### config.mk
export PLATFORM = sky130hd
export DESIGN_NAME = spi_io_ctrl
export DESIGN_NICKNAME = d
export VERILOG_FILES = /design/src/rtl/spi_io_ctrl.sv
export SDC_FILE = /design/constraint.sdc
export NUM_CORES = 1
export LEC_CHECK = 0
export BUFFER_PORTS_ARGS = -buffer_cell sky130_fd_sc_hd__buf_2
export CORE_ASPECT_RATIO = 0.6
export CORE_MARGIN = 2
export CORE_UTILIZATION = 57
export DETAILED_ROUTE_END_ITERATION = 8
export HOLD_SLACK_MARGIN = 0.08
export PLACE_DENSITY = 0.92
export SYNTH_ARGS = -nofsm -noshare
export SYNTH_HDL_FRONTEND = slang
export SYNTH_SLANG_ARGS = --single-unit
### constraint.sdc
create_clock -name clk_26 -period 3 [get_ports clk_26]
set_input_delay 0.3 -clock clk_26 [delete_from_list [all_inputs] [get_ports clk_26]]
set_output_delay 0.3 -clock clk_26 [all_outputs]
set_load 0.01 [all_outputs]
### src/rtl/spi_io_ctrl.sv
// -----------------------------------------------------------------------------
// spi_io_ctrl
// I/O-space SPI master for the PCMCIA card. The host runs byte-wide SPI
// transfers through four registers in PCMCIA I/O space:
//   A[1:0] = 0 DATA    write: load TX byte and start; read: RX byte
//   A[1:0] = 1 CTRL    write: bit0 CS, bit1 IEN
//                      read:  bit0 CS, bit1 IEN, bit4 BUSY, bit5 DONE, bit6 OVR
//   A[1:0] = 2 DIV     SCLK half-period is DIV+1 clk_26 cycles
//   A[1:0] = 3 ID      read-only 8'h5A
//
// Ports
//   clk_26, RESET           system clock, async active-high reset
//   A, D_in                 host address / write data
//   D_out, DDIR             read data and drive enable (0 when not selected)
//   CE1, REG, IOWR, IORD    PCMCIA strobes, active-low
//   SS, SCLK, MOSI, MISO    SPI mode 0, MSB first; SS follows CS only
//   INT                     level interrupt, IEN & DONE
//
// Build option
//   SPI_IRQ_EN  when defined, implements IEN and a registered INT output;
//               when undefined, IEN reads 0 and INT is tied 0.
// -----------------------------------------------------------------------------
module spi_io_ctrl #(
  parameter logic [15:0] IO_BASE = 16'h0100,
  parameter logic [7:0]  DIV_RST = 8'd12
) (
  input  logic        clk_26,
  input  logic        RESET,
  input  logic [15:0] A,
  input  logic [7:0]  D_in,
  output logic [7:0]  D_out,
  output logic        DDIR,
  input  logic        CE1,
  input  logic        REG,
  input  logic        IOWR,
  input  logic        IORD,
  output logic        SS,
  output logic        SCLK,
  output logic        MOSI,
  input  logic        MISO,
  output logic        INT
);

  typedef enum logic [1:0] {
    ST_IDLE,
    ST_LOW,
    ST_HIGH,
    ST_DONE
  } state_e;

  localparam logic [7:0] ID_VALUE = 8'h5A;

  // Strobe synchronizers: [0] first stage, [1] synchronized, [2] previous
  // synchronized value for edge detection.
  logic [2:0] iowr_sync_q, iowr_sync_d;
  logic [2:0] iord_sync_q, iord_sync_d;
  logic       rd_sel_q, rd_sel_d;
  logic [1:0] rd_idx_q, rd_idx_d;

  state_e     state_q, state_d;
  logic       cs_q, cs_d;
  logic       busy_q, busy_d;
  logic       done_q, done_d;
  logic       ovr_q, ovr_d;
  logic [7:0] rx_q, rx_d;
  logic [7:0] div_q, div_d;
  logic [7:0] shift_q, shift_d;
  logic [2:0] bit_q, bit_d;
  logic [7:0] cnt_q, cnt_d;
  logic [7:0] half_q, half_d;
  logic       sclk_q, sclk_d;
  logic       mosi_q, mosi_d;
  logic       ien;

`ifdef SPI_IRQ_EN
  logic       ien_q, ien_d;
  logic       int_q, int_d;
  assign ien = ien_q;
  assign INT = int_q;
`else
  assign ien = 1'b0;
  assign INT = 1'b0;
`endif

  logic       sel;
  logic       wr_fire;
  logic       data_wr;
  logic       rd_fall;
  logic       rd_rise;
  logic [7:0] status;
  logic [7:0] reg_rd;

  assign sel     = !CE1 && !REG && (A[15:2] == IO_BASE[15:2]);
  assign wr_fire = sel && !iowr_sync_q[1] && iowr_sync_q[2];
  assign data_wr = wr_fire && (A[1:0] == 2'd0);
  assign rd_fall = !iord_sync_q[1] && iord_sync_q[2];
  assign rd_rise = iord_sync_q[1] && !iord_sync_q[2];
  assign status  = {1'b0, ovr_q, done_q, busy_q, 2'b00, ien, cs_q};

  // Host read path is purely combinational on the raw strobe.
  always_comb begin
    case (A[1:0])
      2'd0:    reg_rd = rx_q;
      2'd1:    reg_rd = status;
      2'd2:    reg_rd = div_q;
      default: reg_rd = ID_VALUE;
    endcase
    DDIR  = sel && !IORD;
    D_out = DDIR ? reg_rd : 8'h00;
  end

  assign SS   = !cs_q;
  assign SCLK = sclk_q;
  assign MOSI = mosi_q;

  always_comb begin
    // NOTE: every _d starts as its _q so no path through this block can
    // leave a signal unassigned and infer a latch.
    iowr_sync_d = {iowr_sync_q[1:0], IOWR};
    iord_sync_d = {iord_sync_q[1:0], IORD};
    rd_sel_d    = rd_sel_q;
    rd_idx_d    = rd_idx_q;
    state_d     = state_q;
    cs_d        = cs_q;
    busy_d      = busy_q;
    done_d      = done_q;
    ovr_d       = ovr_q;
    rx_d        = rx_q;
    div_d       = div_q;
    shift_d     = shift_q;
    bit_d       = bit_q;
    cnt_d       = cnt_q;
    half_d      = half_q;
    sclk_d      = sclk_q;
    mosi_d      = mosi_q;
`ifdef SPI_IRQ_EN
    ien_d       = ien_q;
    int_d       = ien_q & done_q;
`endif

    // Read side effects use the address captured when the read began.
    if (rd_fall) begin
      rd_sel_d = sel;
      rd_idx_d = A[1:0];
    end
    if (rd_rise && rd_sel_q) begin
      if (rd_idx_q == 2'd0) done_d = 1'b0;
      if (rd_idx_q == 2'd1) ovr_d  = 1'b0;
    end

    // Host writes; placed after the clears so a same-cycle OVR set wins.
    if (wr_fire) begin
      case (A[1:0])
        2'd0: if (busy_q) ovr_d = 1'b1;
        2'd1: begin
          cs_d = D_in[0];
`ifdef SPI_IRQ_EN
          ien_d = D_in[1];
`endif
        end
        2'd2: div_d = D_in;
        default: ;
      endcase
    end

    // Half-period length is reloaded from DIV only at phase boundaries, so a
    // DIV write mid-transfer never stretches or cuts the current phase.
    case (state_q)
      ST_IDLE: begin
        if (data_wr) begin
          shift_d = D_in;
          mosi_d  = D_in[7];
          busy_d  = 1'b1;
          done_d  = 1'b0;
          bit_d   = 3'd0;
          cnt_d   = 8'd0;
          half_d  = div_q;
          sclk_d  = 1'b0;
          state_d = ST_LOW;
        end
      end
      ST_LOW: begin
        if (cnt_q == half_q) begin
          cnt_d   = 8'd0;
          half_d  = div_q;
          sclk_d  = 1'b1;
          state_d = ST_HIGH;
        end else begin
          cnt_d = cnt_q + 8'd1;
        end
      end
      ST_HIGH: begin
        if (cnt_q == half_q) begin
          shift_d = {shift_q[6:0], MISO};
          mosi_d  = shift_q[6];
          cnt_d   = 8'd0;
          half_d  = div_q;
          sclk_d  = 1'b0;
          if (bit_q == 3'd7) begin
            state_d = ST_DONE;
          end else begin
            bit_d   = bit_q + 3'd1;
            state_d = ST_LOW;
          end
        end else begin
          cnt_d = cnt_q + 8'd1;
        end
      end
      ST_DONE: begin
        // Comes after the read clear above, so DONE set beats DONE clear.
        rx_d    = shift_q;
        busy_d  = 1'b0;
        done_d  = 1'b1;
        sclk_d  = 1'b0;
        state_d = ST_IDLE;
      end
      default: state_d = ST_IDLE;
    endcase
  end

  // NOTE: state is updated only with non-blocking assignments so every flop
  // samples its _d from the same pre-edge values.
  always_ff @(posedge clk_26 or posedge RESET) begin
    if (RESET) begin
      iowr_sync_q <= 3'b111;
      iord_sync_q <= 3'b111;
      rd_sel_q    <= 1'b0;
      rd_idx_q    <= 2'd0;
      state_q     <= ST_IDLE;
      cs_q        <= 1'b0;
      busy_q      <= 1'b0;
      done_q      <= 1'b0;
      ovr_q       <= 1'b0;
      rx_q        <= 8'h00;
      div_q       <= DIV_RST;
      shift_q     <= 8'h00;
      bit_q       <= 3'd0;
      cnt_q       <= 8'd0;
      half_q      <= 8'd0;
      sclk_q      <= 1'b0;
      mosi_q      <= 1'b0;
`ifdef SPI_IRQ_EN
      ien_q       <= 1'b0;
      int_q       <= 1'b0;
`endif
    end else begin
      iowr_sync_q <= iowr_sync_d;
      iord_sync_q <= iord_sync_d;
      rd_sel_q    <= rd_sel_d;
      rd_idx_q    <= rd_idx_d;
      state_q     <= state_d;
      cs_q        <= cs_d;
      busy_q      <= busy_d;
      done_q      <= done_d;
      ovr_q       <= ovr_d;
      rx_q        <= rx_d;
      div_q       <= div_d;
      shift_q     <= shift_d;
      bit_q       <= bit_d;
      cnt_q       <= cnt_d;
      half_q      <= half_d;
      sclk_q      <= sclk_d;
      mosi_q      <= mosi_d;
`ifdef SPI_IRQ_EN
      ien_q       <= ien_d;
      int_q       <= int_d;
`endif
    end
  end

endmodule
==> metrics list, run 1 <==
- Outcome: finished clean
- Fmax: 412 MHz
- Most common cell after layout, fill and taps aside: sky130_fd_sc_hd__dfrtp_1
- Met1 layer wirelength in the final routing: 3.27 mm
- Root buffer cell: sky130_fd_sc_hd__clkbuf_8
- Worst Path Class, Setup: in -> reg
* CP Max Fanout: 12
* Initial core utilization: 0.593
* Global-route wire length before repair: 11.8 mm
- For this block, the via count after detailed routing is 2258.
- Leakage power summed over all cells: 1.59 nW
- Worst-margin pin slew: 0.738 ns
- P per Cell Area: 779 nW/um^2
- Final net count: 354
- In this run, post-CTS hold repair placed 2 buffers.
- In the detailed route, the total length drawn on met2 is 3.31 mm.
- The first routing iteration left 108 violations.
- Final hold slack: 0.149 ns
- In this run the tightest slew margin relative to its limit is 0.508.
* Worst Clk Skew: 0.00756 ns
- Compared with the post-synthesis result, the final layout area differs by 17.2%.
- The repair_antennas step left the layout with diodes totalling 0.
- Chip height: 60.2 um
- Summed over all layers, the global routing overflow is 0.
- DRC violations left: 0
* Maximum capacitance violations: 0
- Port-buffer cells: 42
- For this run, the total global-route usage over all layers was measured as 0.269.
- Clock insertion delay at the later pin of the skew report: 0.35 ns
- Row generation in the floorplan step produced 20 rows.
- For this design, the sink count on the clock tree is 59.
* Clock tree from TritonCTS: yes
- Clock Pin Slew Worst Setup and Hold Paths: 0.07 ns
* Die area: 5870 um^2
- Share of post-route cells with drive strength above 1: 0.393
- Largest vdd supply drop: 511 uV
* Syn Area/Cell: 11.3 um^2
* Worst endpoint data arrival time: 2.69 ns
- Post-CTS setup repair buffer count: 0
* Final Slew Violations: 0
* Final clock period utilization by the worst path: 0.809
- In the layout the commonest cells are 51 x sky130_fd_sc_hd__dfrtp_1, 44 x sky130_fd_sc_hd__mux2_2, 42 x sky130_fd_sc_hd__buf_2.
- Highest layer used for signal routing: met4
* Count of endpoints failing hold in the final timing report: 0
- In the final routed layout, each cell accounts on average for 18.2 um.
- Boundary Pins: 44
* Post-Synthesis Net Count: 303
- Total negative setup slack: 0 ns
- Synth async-reset ratio: 1.00
* Cell area after technology mapping: 3000 um^2
- Kind of start point of the critical path: input port
* Sequential element share of the synthesized area: 0.496
- The via count of the first global-routing pass is 2329.
- Gates resized during post-CTS repair numbered 0.
* Category of the worst setup path capture point: register
* Routed Antenna Nets: 0
- Longest Clk Path Bufs: 2
- The synthesized design contains 0 enable-type register cells.
* Area inside the core boundary: 5050 um^2
- In the routed layout, each cell is associated on average with a via count of 5.83.
- Entering global routing, the biggest net connects 60 pins.
* Initial DRT Pass Iterations: 4
* Final HPWL DP: 5.13 mm
- The die is 97.6 um wide.
* Fin crit period: 2.43 ns
* Gp weighted congestion: 0.834
- The tightest min-delay check is of the in -> async type.
* Req. time, crit path: 3.26 ns
- CTS H-tree depth: 3
- The Yosys step of the flow raised 0 warnings.
* RSZ-0062 raised after global routing: false
- Total CTS buffers: 9
* Initial antenna violation count: 0
- Gate count of the mapped netlist: 265
- Top FF cell, synth: sky130_fd_sc_hd__dfrtp_1
- Number of library cell types mapped by synthesis: 46
- Setup violations remaining at the end of the flow were counted as 0.
- Summed over all nets, wire length on met3 after detailed routing comes to 337 um.
- Wires add up to 7.03 mm.
- The synthesized design contains 59 register bits.
==> layout make-up <==
type / instances / area, um^2
Multi-Input combinational cell: 181 / 1410
Sequential cell: 59 / 1490
Clock buffer: 9 / 124
Timing Repair Buffer: 51 / 283
Clock inverter: 7 / 76.3
Fill cell: 365 / 1540
Tap cell: 66 / 82.6
Inverter: 14 / 52.6
==> synth_stat cells (3+ instances only) <==
cell type                  instances  area share
sky130_fd_sc_hd__a21oi_1          10       0.017
sky130_fd_sc_hd__clkbuf_1          8       0.010
sky130_fd_sc_hd__mux2_2           44        0.17
sky130_fd_sc_hd__dfstp_2           8       0.070
sky130_fd_sc_hd__nand2_1          14       0.018
sky130_fd_sc_hd__ha_1              7       0.029
sky130_fd_sc_hd__nand3_1           9       0.015
sky130_fd_sc_hd__or3_1             4      0.0084
sky130_fd_sc_hd__nor2_1           15       0.019
sky130_fd_sc_hd__o21ai_0          14       0.023
sky130_fd_sc_hd__nor3_1            4      0.0067
sky130_fd_sc_hd__nor4_1            5       0.010
sky130_fd_sc_hd__xnor2_1           8       0.023
sky130_fd_sc_hd__o22ai_1           3      0.0063
sky130_fd_sc_hd__mux2i_1           4       0.013
sky130_fd_sc_hd__dfrtp_1          51        0.43
sky130_fd_sc_hd__nand4_1           4      0.0084
sky130_fd_sc_hd__inv_1            14       0.018
==> power by group <==
| part | switching (W) | leakage, nW | internal (W) |
|---|---|---|---|
| sequential | 0.000120 | 0.734 | 0.000965 |
| clock | 0.000336 | 0.0958 | 0.000387 |
| combinational | 0.000481 | 0.763 | 0.000447 |
| total | 0.000937 | 1.59 | 0.00180 |
==> logic make-up after synthesis <==
logic type / Yosys count / share of synthesized area
simple gates: 72 / 0.129
flops: 59 / 0.496
mux: 48 / 0.179
compound gates: 45 / 0.108
buf+inv: 25 / 0.0342
xor+xnor: 8 / 0.0234
fa+ha+maj: 7 / 0.0292
other cells: 1 / 0.00125
==> metal layers <==
layer	global-route usage	vias up
li1	-	1064
met1	0.343	1113
met2	0.436	67
met3	0.0971	14
met4	0.0873	0
met5	0	-
==> registers in the layout, indices dropped and copies added (netlist names), 2 cells and up <==
name,cells
div_q,8
rx_q,8
bit_q,3
shift_q,8
iord_sync_q,3
rd_idx_q,2
iowr_sync_q,3
state_q,2
cnt_q,8
half_q,8
==> critical path: stages <==
cell and delay [ns]:
sky130_fd_sc_hd__buf_2 0.10, sky130_fd_sc_hd__or4_4 0.53, sky130_fd_sc_hd__or3b_1 0.43, sky130_fd_sc_hd__buf_4 0.18, sky130_fd_sc_hd__o31a_1 0.42, sky130_fd_sc_hd__or4_1 0.54
sky130_fd_sc_hd__a21oi_1 0.18
==> final timing paths <==
check	startpoint	to	slack (ns)	cells after the start
worst max-delay path	A[10]	cnt_q[5]	0.57	7
worst min-delay path	RESET	shift_q[3]	0.15	3
worst max register to register	iowr_sync_q[2]	cnt_q[5]	0.68	5
worst min register to register	iowr_sync_q[0]	iowr_sync_q[1]	0.36	0
max in group asynchronous	RESET	rd_idx_q[1]	2.35	3
min in group clk_26	D_in[1]	div_q[1]	0.21	2
==> per-stage QoR <==
stage,utilization,cell area [um^2],instances,total power [W],setup WS [ns]
after floorplan,-,3000,265,0.00174,0.300
after global placement,0.651,3290,369,0.00194,0.310
after detailed placement,0.651,3290,369,0.00201,0.240
after CTS,0.695,3510,387,0.00275,0.594
after global routing,0.695,3510,387,0.00290,0.517
final,0.695,3510,387,0.00274,0.573
Note: power is estimated with default switching activity, not from simulation.
==> inputs of run 2 (changes only) <==
- CORE_UTILIZATION: 57 -> 51
- PLACE_DENSITY: 0.92 -> 0.87
- clock period: 3 -> 1.95 ns (I/O delays scaled with it)
==> metrics list, run 2 (same netlist as run 1, synthesis figures left out) <==
- Outcome: finished with violations
- Violations in the final reports: negative setup slack
- Total CTS buffers: 9 (unchanged)
- The cell count after placement was 409 (+11%).
- Initial antenna violation count: 0 (unchanged)
- The maximum clock skew at final layout is 0.00827 ns (+0.000709 ns).
* Leakage power summed over all cells: 1.81 nW (+14%)
* Root buffer cell: sky130_fd_sc_hd__clkbuf_8
* Longest Clk Path Bufs: 2 (unchanged)
- Global-route wire length before repair: 12.5 mm (+5.7%)
- Clock tree from TritonCTS: yes
* Final HPWL DP: 5.54 mm (+8.1%)
- Net switching fraction of the power: 0.338 (-0.00469)
- The maximum fanout count along the critical path is 9 (-3).
* Category of the worst setup path capture point: register
- Final-layout fill cell count: 413 (+13%)
- The antenna diode count is 0 (unchanged).
- Largest vdd supply drop: 709 uV (+39%)
* Fin crit period: 2.23 ns
- The number of hold-slack violations in the final timing report came to 0 (unchanged).
- Maximum capacitance violations: 0 (unchanged)
- The tightest min-delay check is of the in -> reg type.
- The number of I/O pins was 44 (unchanged).
- FP Rows: 21 (+5.0%)
* Area growth from synthesis to final layout: 32.4%
- Multi-input gate area in the final layout: 1570 um^2 (+12%)
- Total area of sequential cells: 1490 um^2 (unchanged)
- Overflow after GRT: 0 (unchanged)
* Worst path buffer plus inverter count: 2 (unchanged)
* Setup-failing EPs final: 29 (+29)
- Post-route worst setup slack: -0.280 ns (-0.853 ns)
* Final hold slack: 0.108 ns (-0.0407 ns)
- Detailed-route wire length: 7.83 mm (+11%)
- Ordered cell list for the critical path: buf_6, or4_4, or3b_4, o41a_4, a211oi_4, buf_12, mux2_2
- The clock power share was 0.214 (-0.050).
- Cell type of the slowest stage on the worst timing path: sky130_fd_sc_hd__or4_4
- Of the available clock period, the critical path in the final layout requires 1.14.
- Kind of start point of the critical path: input port
- Total negative setup slack: -5.26 ns (-5.26 ns)
- Final Slew Violations: 0 (unchanged)
- The area of the core region was 5620 um^2 (+11%).
- Die area: 6520 um^2 (+11%)
- The tightest slew margin relative to the limit came to 0.644 (+0.135).
- Share of post-route cells with drive strength above 1: 0.477 (+0.0846)
- The effective utilization at floorplan is 0.533 (-0.0599).
* P per Cell Area: 1210 nW/um^2 (+55%)
- For this run, the top clock speed supported by timing is 448 MHz.
- Clock insertion delay at the later pin of the skew report: 0.34 ns (about the same)
- Commonest cells after routing, fill and taps aside: 51 x sky130_fd_sc_hd__dfrtp_1, 41 x sky130_fd_sc_hd__buf_2, 34 x sky130_fd_sc_hd__mux2_2
- The DRC violations left is 0 (unchanged).
- The data required time of the critical path came to 2.17 ns (-1.09 ns).
- The largest net degree at the start of global routing was 40 (-33%).
* Average detailed-routed wire length per instance: 18.2 um (+0.19%)
- The die height was 63.4 um (+5.3%).
- Final net count: 383 (+8.2%)
- Biggest cell delay along the critical path: 0.54 ns (about the same)
- Worst Path Class, Setup: in -> reg
* Post-Layout Cell Count: 430 (+11%)
- The remaining antenna violation count came to 0 (unchanged).
* Sink count of the clock tree: 59 (unchanged)
- Horizontal die dimension: 103 um (+5.5%)
- The net switching power figure is 0.00162 W (+73%).
* Port-buffer cells: 42 (unchanged)
* Worst endpoint data arrival time: 2.45 ns (-0.24 ns)
- Power share of the combinational group: 0.438 (+0.099)
- The number of H-tree levels was 3 (unchanged).
* Family with the most delay on the worst path: simple AND/OR/NAND/NOR gates
- Setup repair after global routing could not meet its margin everywhere.
- Worst-margin pin slew: 0.535 ns (-0.203 ns)
* Internal power consumption: 0.00317 W (+76%)
* GRT Resource Usage Total: 0.257 (-0.0115)
- Vias: 2404 (+6.5%)
- The number of DRC markers in iteration 0 is 161 (+49%).
- The via-per-instance ratio is 5.59 (-4.2%).
* PnR Total Power: 0.00479 W (+75%)
- Gp weighted congestion: 0.830 (-0.56%)
* Initial DRT Pass Iterations: 4 (unchanged)
* Share of power burned in registers: 0.348 (-0.049)
- Via count of the first global-routing pass: 2435 (+4.6%)
- The post-CTS clock slew at the launch and capture registers of the worst setup and hold paths was 0.06 ns (about the same).
- Most common cell after layout, fill and taps aside: sky130_fd_sc_hd__dfrtp_1
## run 2: cell count changes in the layout (fill, tap and decap cells not counted), sizes merged
cell and delta:
dlygate4sd3 +1, clkinvlp -2, clkinv -1, or3 +1
clkbuf +5, inv -1, buf +27, bufinv -1
## run 2: area by class of cell
cell class,count,share of cell area
Multi-Input combinational cell,182,0.397
Sequential cell,59,0.375
Timing Repair Buffer,79,0.144
Clock buffer,14,0.0435
Tap cell,80,0.0252
Inverter,14,0.0132
Clock inverter,2,0.00252
## run 2: repair_timing
action,in CTS,in global routing
hold buffers,3,0
endpoints found under the setup margin,43,42
pin swaps,6,6
buffers inserted,0,1
cloned,1,0
hold endpoints to repair,16,0
resized for setup,24,19
## run 2: routing by layer
layer | up-vias | global-route usage | share of wire
met5 | - | 0 | 0
met4 | 0 | 0.0691 | 0.014
met3 | 15 | 0.0810 | 0.062
met2 | 72 | 0.382 | 0.46
met1 | 1199 | 0.365 | 0.46
li1 | 1118 | - | -
## run 2: through the flow
step / utilization / cell area [um^2] / worst slack [ns]
final: 0.705 / 3970 / -0.280
after global placement: 0.633 / 3560 / -0.566
after global routing: 0.705 / 3970 / -0.315
after CTS: 0.690 / 3880 / -0.262
after detailed placement: 0.633 / 3560 / -0.643
after floorplan: - / 3010 / -0.630
## run 2: power by group through the flow
stage	registers, W	clock network [W]	logic, W
floorplan	0.00163	0	0.00110
detailed placement	0.00168	0	0.00182
finish	0.00167	0.00102	0.00209
CTS	0.00166	0.00104	0.00194
global route	0.00170	0.00110	0.00224
global placement	0.00166	0	0.00174
## run 2: final timing paths
kind	startpoint	end	slack (ns)	cells past startpoint
setup / recovery	A[10]	shift_q[7]	-0.28	7
hold / removal	D_in[1]	div_q[1]	0.11	2
setup reg to reg	iowr_sync_q[2]	shift_q[7]	-0.26	5
hold reg to reg	iowr_sync_q[0]	iowr_sync_q[1]	0.35	0
max in group asynchronous	RESET	div_q[3]	0.89	4
min in group asynchronous	RESET	rx_q[5]	0.42	3
==> inputs of run 3 (changes only) <==
- ABC_AREA: unset -> 1
- CORE_UTILIZATION: 51 -> 52
- PLACE_DENSITY: 0.87 -> 0.88
==> metrics list, run 3 <==
* Final net count: 502 (+31%)
- Sorting the synthesized cells by area gives the leading types as sky130_fd_sc_hd__dfrtp_1 40%, sky130_fd_sc_hd__nand2_1 20%, sky130_fd_sc_hd__dfstp_2 6.6%.
* Synthesized flop and latch total: 59 (unchanged)
* Port-buffer cells: 42 (unchanged)
- Commonest cells after routing, fill and taps aside: 171 x sky130_fd_sc_hd__nand2_1, 51 x sky130_fd_sc_hd__dfrtp_1, 42 x sky130_fd_sc_hd__inv_1, 42 x sky130_fd_sc_hd__buf_2, 29 x sky130_fd_sc_hd__nand3_1
- The most used flip-flop cell after synthesis is sky130_fd_sc_hd__dfrtp_1.
- Initial antenna violation count: 0 (unchanged)
- The number of hold-slack violations in the final timing report came to 0 (unchanged).
- The leakage power was 2.01 nW (+11%).
- Root buffer cell: sky130_fd_sc_hd__clkbuf_8
- Area inside the core boundary: 6000 um^2 (+6.7%)
- The commonest cells after synthesis are 171 x sky130_fd_sc_hd__nand2_1, 51 x sky130_fd_sc_hd__dfrtp_1, 43 x sky130_fd_sc_hd__inv_1, 29 x sky130_fd_sc_hd__nand3_1, 26 x sky130_fd_sc_hd__nor2_1.
- In this run the critical register-to-register path is captured at div_q[4].
* Library cell with the largest summed area after synthesis: sky130_fd_sc_hd__dfrtp_1
- Synth async-reset ratio: 1.00 (unchanged)
* Largest net degree at the start of global routing: 52 (+30%)
- Number of library cell types mapped by synthesis: 32 (-30%)
- Clock Pin Slew Worst Setup and Hold Paths: 0.07 ns (about the same)
- The fraction of power spent switching nets was 0.387 (+0.0490).
- The global-route wire length before repair is 12.9 mm (+3.8%).
* Initial core utilization: 0.531 (-0.00206)
- Yosys synthesis warning count: 0 (unchanged)
- Final clock period utilization by the worst path: 0.885 (-0.259)
- The DRC violations left came to 0 (unchanged).
* Worst setup startpoint: IORD
* Routed Antenna Nets: 0 (unchanged)
- Setup repair after global routing left no endpoint under its margin.
- Sink count of the clock tree: 59 (unchanged)
- The net switching power figure is 0.00169 W (+4.3%).
- Chip height: 64.6 um (+2.0%)
* Synth top area share: 0.401 (-0.0253)
- The worst setup path is launched from an input port.
* Die area: 6790 um^2 (+4.0%)
* Longest Clk Path Bufs: 2 (unchanged)
* Worst Clk Skew: 0.00929 ns (+0.00102 ns)
* Internal power consumption: 0.00267 W (-16%)
- Worst min-delay path class: in -> reg
* Via count of the first global-routing pass: 2713 (+11%)
- Power share of the combinational group: 0.337 (-0.101)
- PnR Total Power: 0.00436 W (-8.9%)
- Detailed-route wire length: 7.50 mm (-4.2%)
- CTS H-tree depth: 3 (unchanged)
- Length in cells of the worst reg-to-reg path: 7 (+2)
* Worst Path Class, Setup: in -> out
* Vias: 2862 (+19%)
- The data required time of the critical path came to 1.75 ns (-0.42 ns).
- The sequential element share of the synthesized area was 0.467 (-0.0294).
* Setup slack on the worst flop-to-flop path: 0.24 ns (+0.50 ns)
- The via-per-instance ratio is 5.18 (-7.4%).
- Hold path cells: 3 (+1)
* Fin crit period: 1.73 ns (-0.505 ns)
- In this run the most critical hold path is launched from D_in[2].
* Total CTS buffers: 9 (unchanged)
- Outcome: finished clean
* Setup-failing EPs final: 0 (-100%)
* Post-Synthesis Net Count: 453 (+50%)
- The number of max-slew violations in the final report was 0 (unchanged).
* Normalized max-slew margin: 0.626 (-0.0172)
* Category of the worst setup path capture point: primary output
- Maximum capacitance violations: 0 (unchanged)
- Worst hold endpoint: div_q[2]
- Share of post-route cells with drive strength above 1: 0.205 (-0.272)
- Launching point of the worst reg2reg path: iowr_sync_q[2]
- Largest vdd supply drop: 738 uV (+4.1%)
* Syn Area/Cell: 7.67 um^2 (-32%)
- Gp weighted congestion: 0.959 (+16%)
- The area growth from synthesis to layout is 17.5%.
- Clock insertion delay at the later pin of the skew report: 0.35 ns (about the same)
- Leaving out fill and tap cells, the most frequent cell in the layout is sky130_fd_sc_hd__nand2_1.
- The antenna diode count came to 0 (unchanged).
- Cell area after technology mapping: 3180 um^2 (+6.3%)
* Share of power burned in registers: 0.374 (+0.026)
- The maximum fanout count along the critical path is 9 (unchanged).
- The highest clock frequency the design can meet was 580 MHz (+29%).
- P per Cell Area: 1170 nW/um^2 (-3.4%)
- Horizontal die dimension: 105 um (+2.0%)
- The endpoint arrival time on the critical path came to 1.53 ns (-0.92 ns).
- Worst-margin pin slew: 0.557 ns (+0.0221 ns)
- FP Rows: 22 (+4.8%)
* Average detailed-routed wire length per instance: 13.6 um (-25%)
* Overflow after GRT: 0 (unchanged)
* Boundary Pins: 44 (unchanged)
- Initial DRT Pass Iterations: 5 (+1)
- Final HPWL DP: 5.63 mm (+1.7%)
* Number of design-rule violations left by the first detailed-router iteration: 158 (-1.9%)
* GRT Resource Usage Total: 0.246 (-0.0110)
- The clock power share is 0.289 (+0.075).
* Gate count of the mapped netlist: 415 (+57%)
- Most frequent cell after synthesis: sky130_fd_sc_hd__nand2_1
- Clock tree from TritonCTS: yes
- Number of synthesized flops with an enable pin: 0 (unchanged)
- Total negative setup slack: 0 ns (+5.26 ns)
-- run 3: cell count changes in the layout (fill, tap and decap cells not counted), moves of 11 or more --
| cell | change |
|---|---|
| sky130_fd_sc_hd__nand2_1 | +157 |
| sky130_fd_sc_hd__mux2_2 | -34 |
| sky130_fd_sc_hd__inv_1 | +29 |
| sky130_fd_sc_hd__buf_4 | -23 |
| sky130_fd_sc_hd__nand3_1 | +20 |
| sky130_fd_sc_hd__nor2_1 | +11 |
-- run 3: worst max-delay path by stage --
stage | endpoint | slack [ns] | cells past startpoint
floorplan | SCLK | 0.31 | 1
global placement | D_out[5] | 0.34 | 8
detailed placement | bit_q[2] | 0.29 | 7
CTS | D_out[5] | 0.23 | 5
global route | bit_q[1] | 0.07 | 10
finish | D_out[5] | 0.22 | 5
-- run 3: kinds of logic after synthesis --
logic type	synth area share
and+or+nand+nor	0.334
DFF	0.467
buffers and inverters	0.0739
AOI/OAI and AO/OA	0.0750
xor gates and xnor gates	0.0216
adders and majority gates	0.0275
other	0.00118
-- run 3: through the flow --
step	utilization	instances	cell area, um^2	hold slack, ns	setup WS [ns]
finish	0.623	553	3740	0.0971	0.225
global placement	0.581	534	3480	0.117	0.342
detailed placement	0.581	534	3480	0.123	0.288
global route	0.623	553	3740	0.0969	0.0701
floorplan	-	415	3180	0.199	0.312
CTS	0.623	553	3740	0.0852	0.232
-- run 3: area by class of cell --
| type | count | area (um^2) |
|---|---|---|
| flip-flops and latches | 59 | 1490 |
| well taps | 84 | 105 |
| repair buffers | 49 | 295 |
| inverters | 44 | 165 |
| clock inverters | 6 | 88.8 |
| clock buffers | 10 | 138 |
| fillers | 531 | 2260 |
| multi-input cells | 301 | 1460 |
-- run 3: per-layer routing --
layer / wire length (um) / vias to the layer above / global-route usage
met3: 523 / 12 / 0.0795
li1: - / 1396 / -
met1: 3560 / 1354 / 0.337
met2: 3360 / 100 / 0.381
met5: 0 / - / 0
met4: 55 / 0 / 0.0633
-- run 3: repair_timing --
| item | in CTS | in global routing |
|---|---|---|
| setup endpoints to repair | 0 | 1 |
| endpoints found under the hold margin | 53 | 0 |
| buffers inserted | 0 | 0 |
| gates resized for setup | 0 | 1 |
| hold buffers | 3 | 0 |
-- run 3: critical path, cell delays in order --
cell	delay, ns
sky130_fd_sc_hd__dlygate4sd3_1	0.52
sky130_fd_sc_hd__buf_2	0.13
sky130_fd_sc_hd__or2_1	0.33
sky130_fd_sc_hd__a31oi_1	0.19
sky130_fd_sc_hd__buf_2	0.15
-- run 3: power groups by stage --
stage	registers [W]	logic, W	clock network (W)
after floorplan	0.00159	0.00109	0
after global placement	0.00162	0.00138	0
after detailed placement	0.00164	0.00144	0
after CTS	0.00162	0.00146	0.00127
after global routing	0.00165	0.00165	0.00133
final	0.00163	0.00147	0.00126
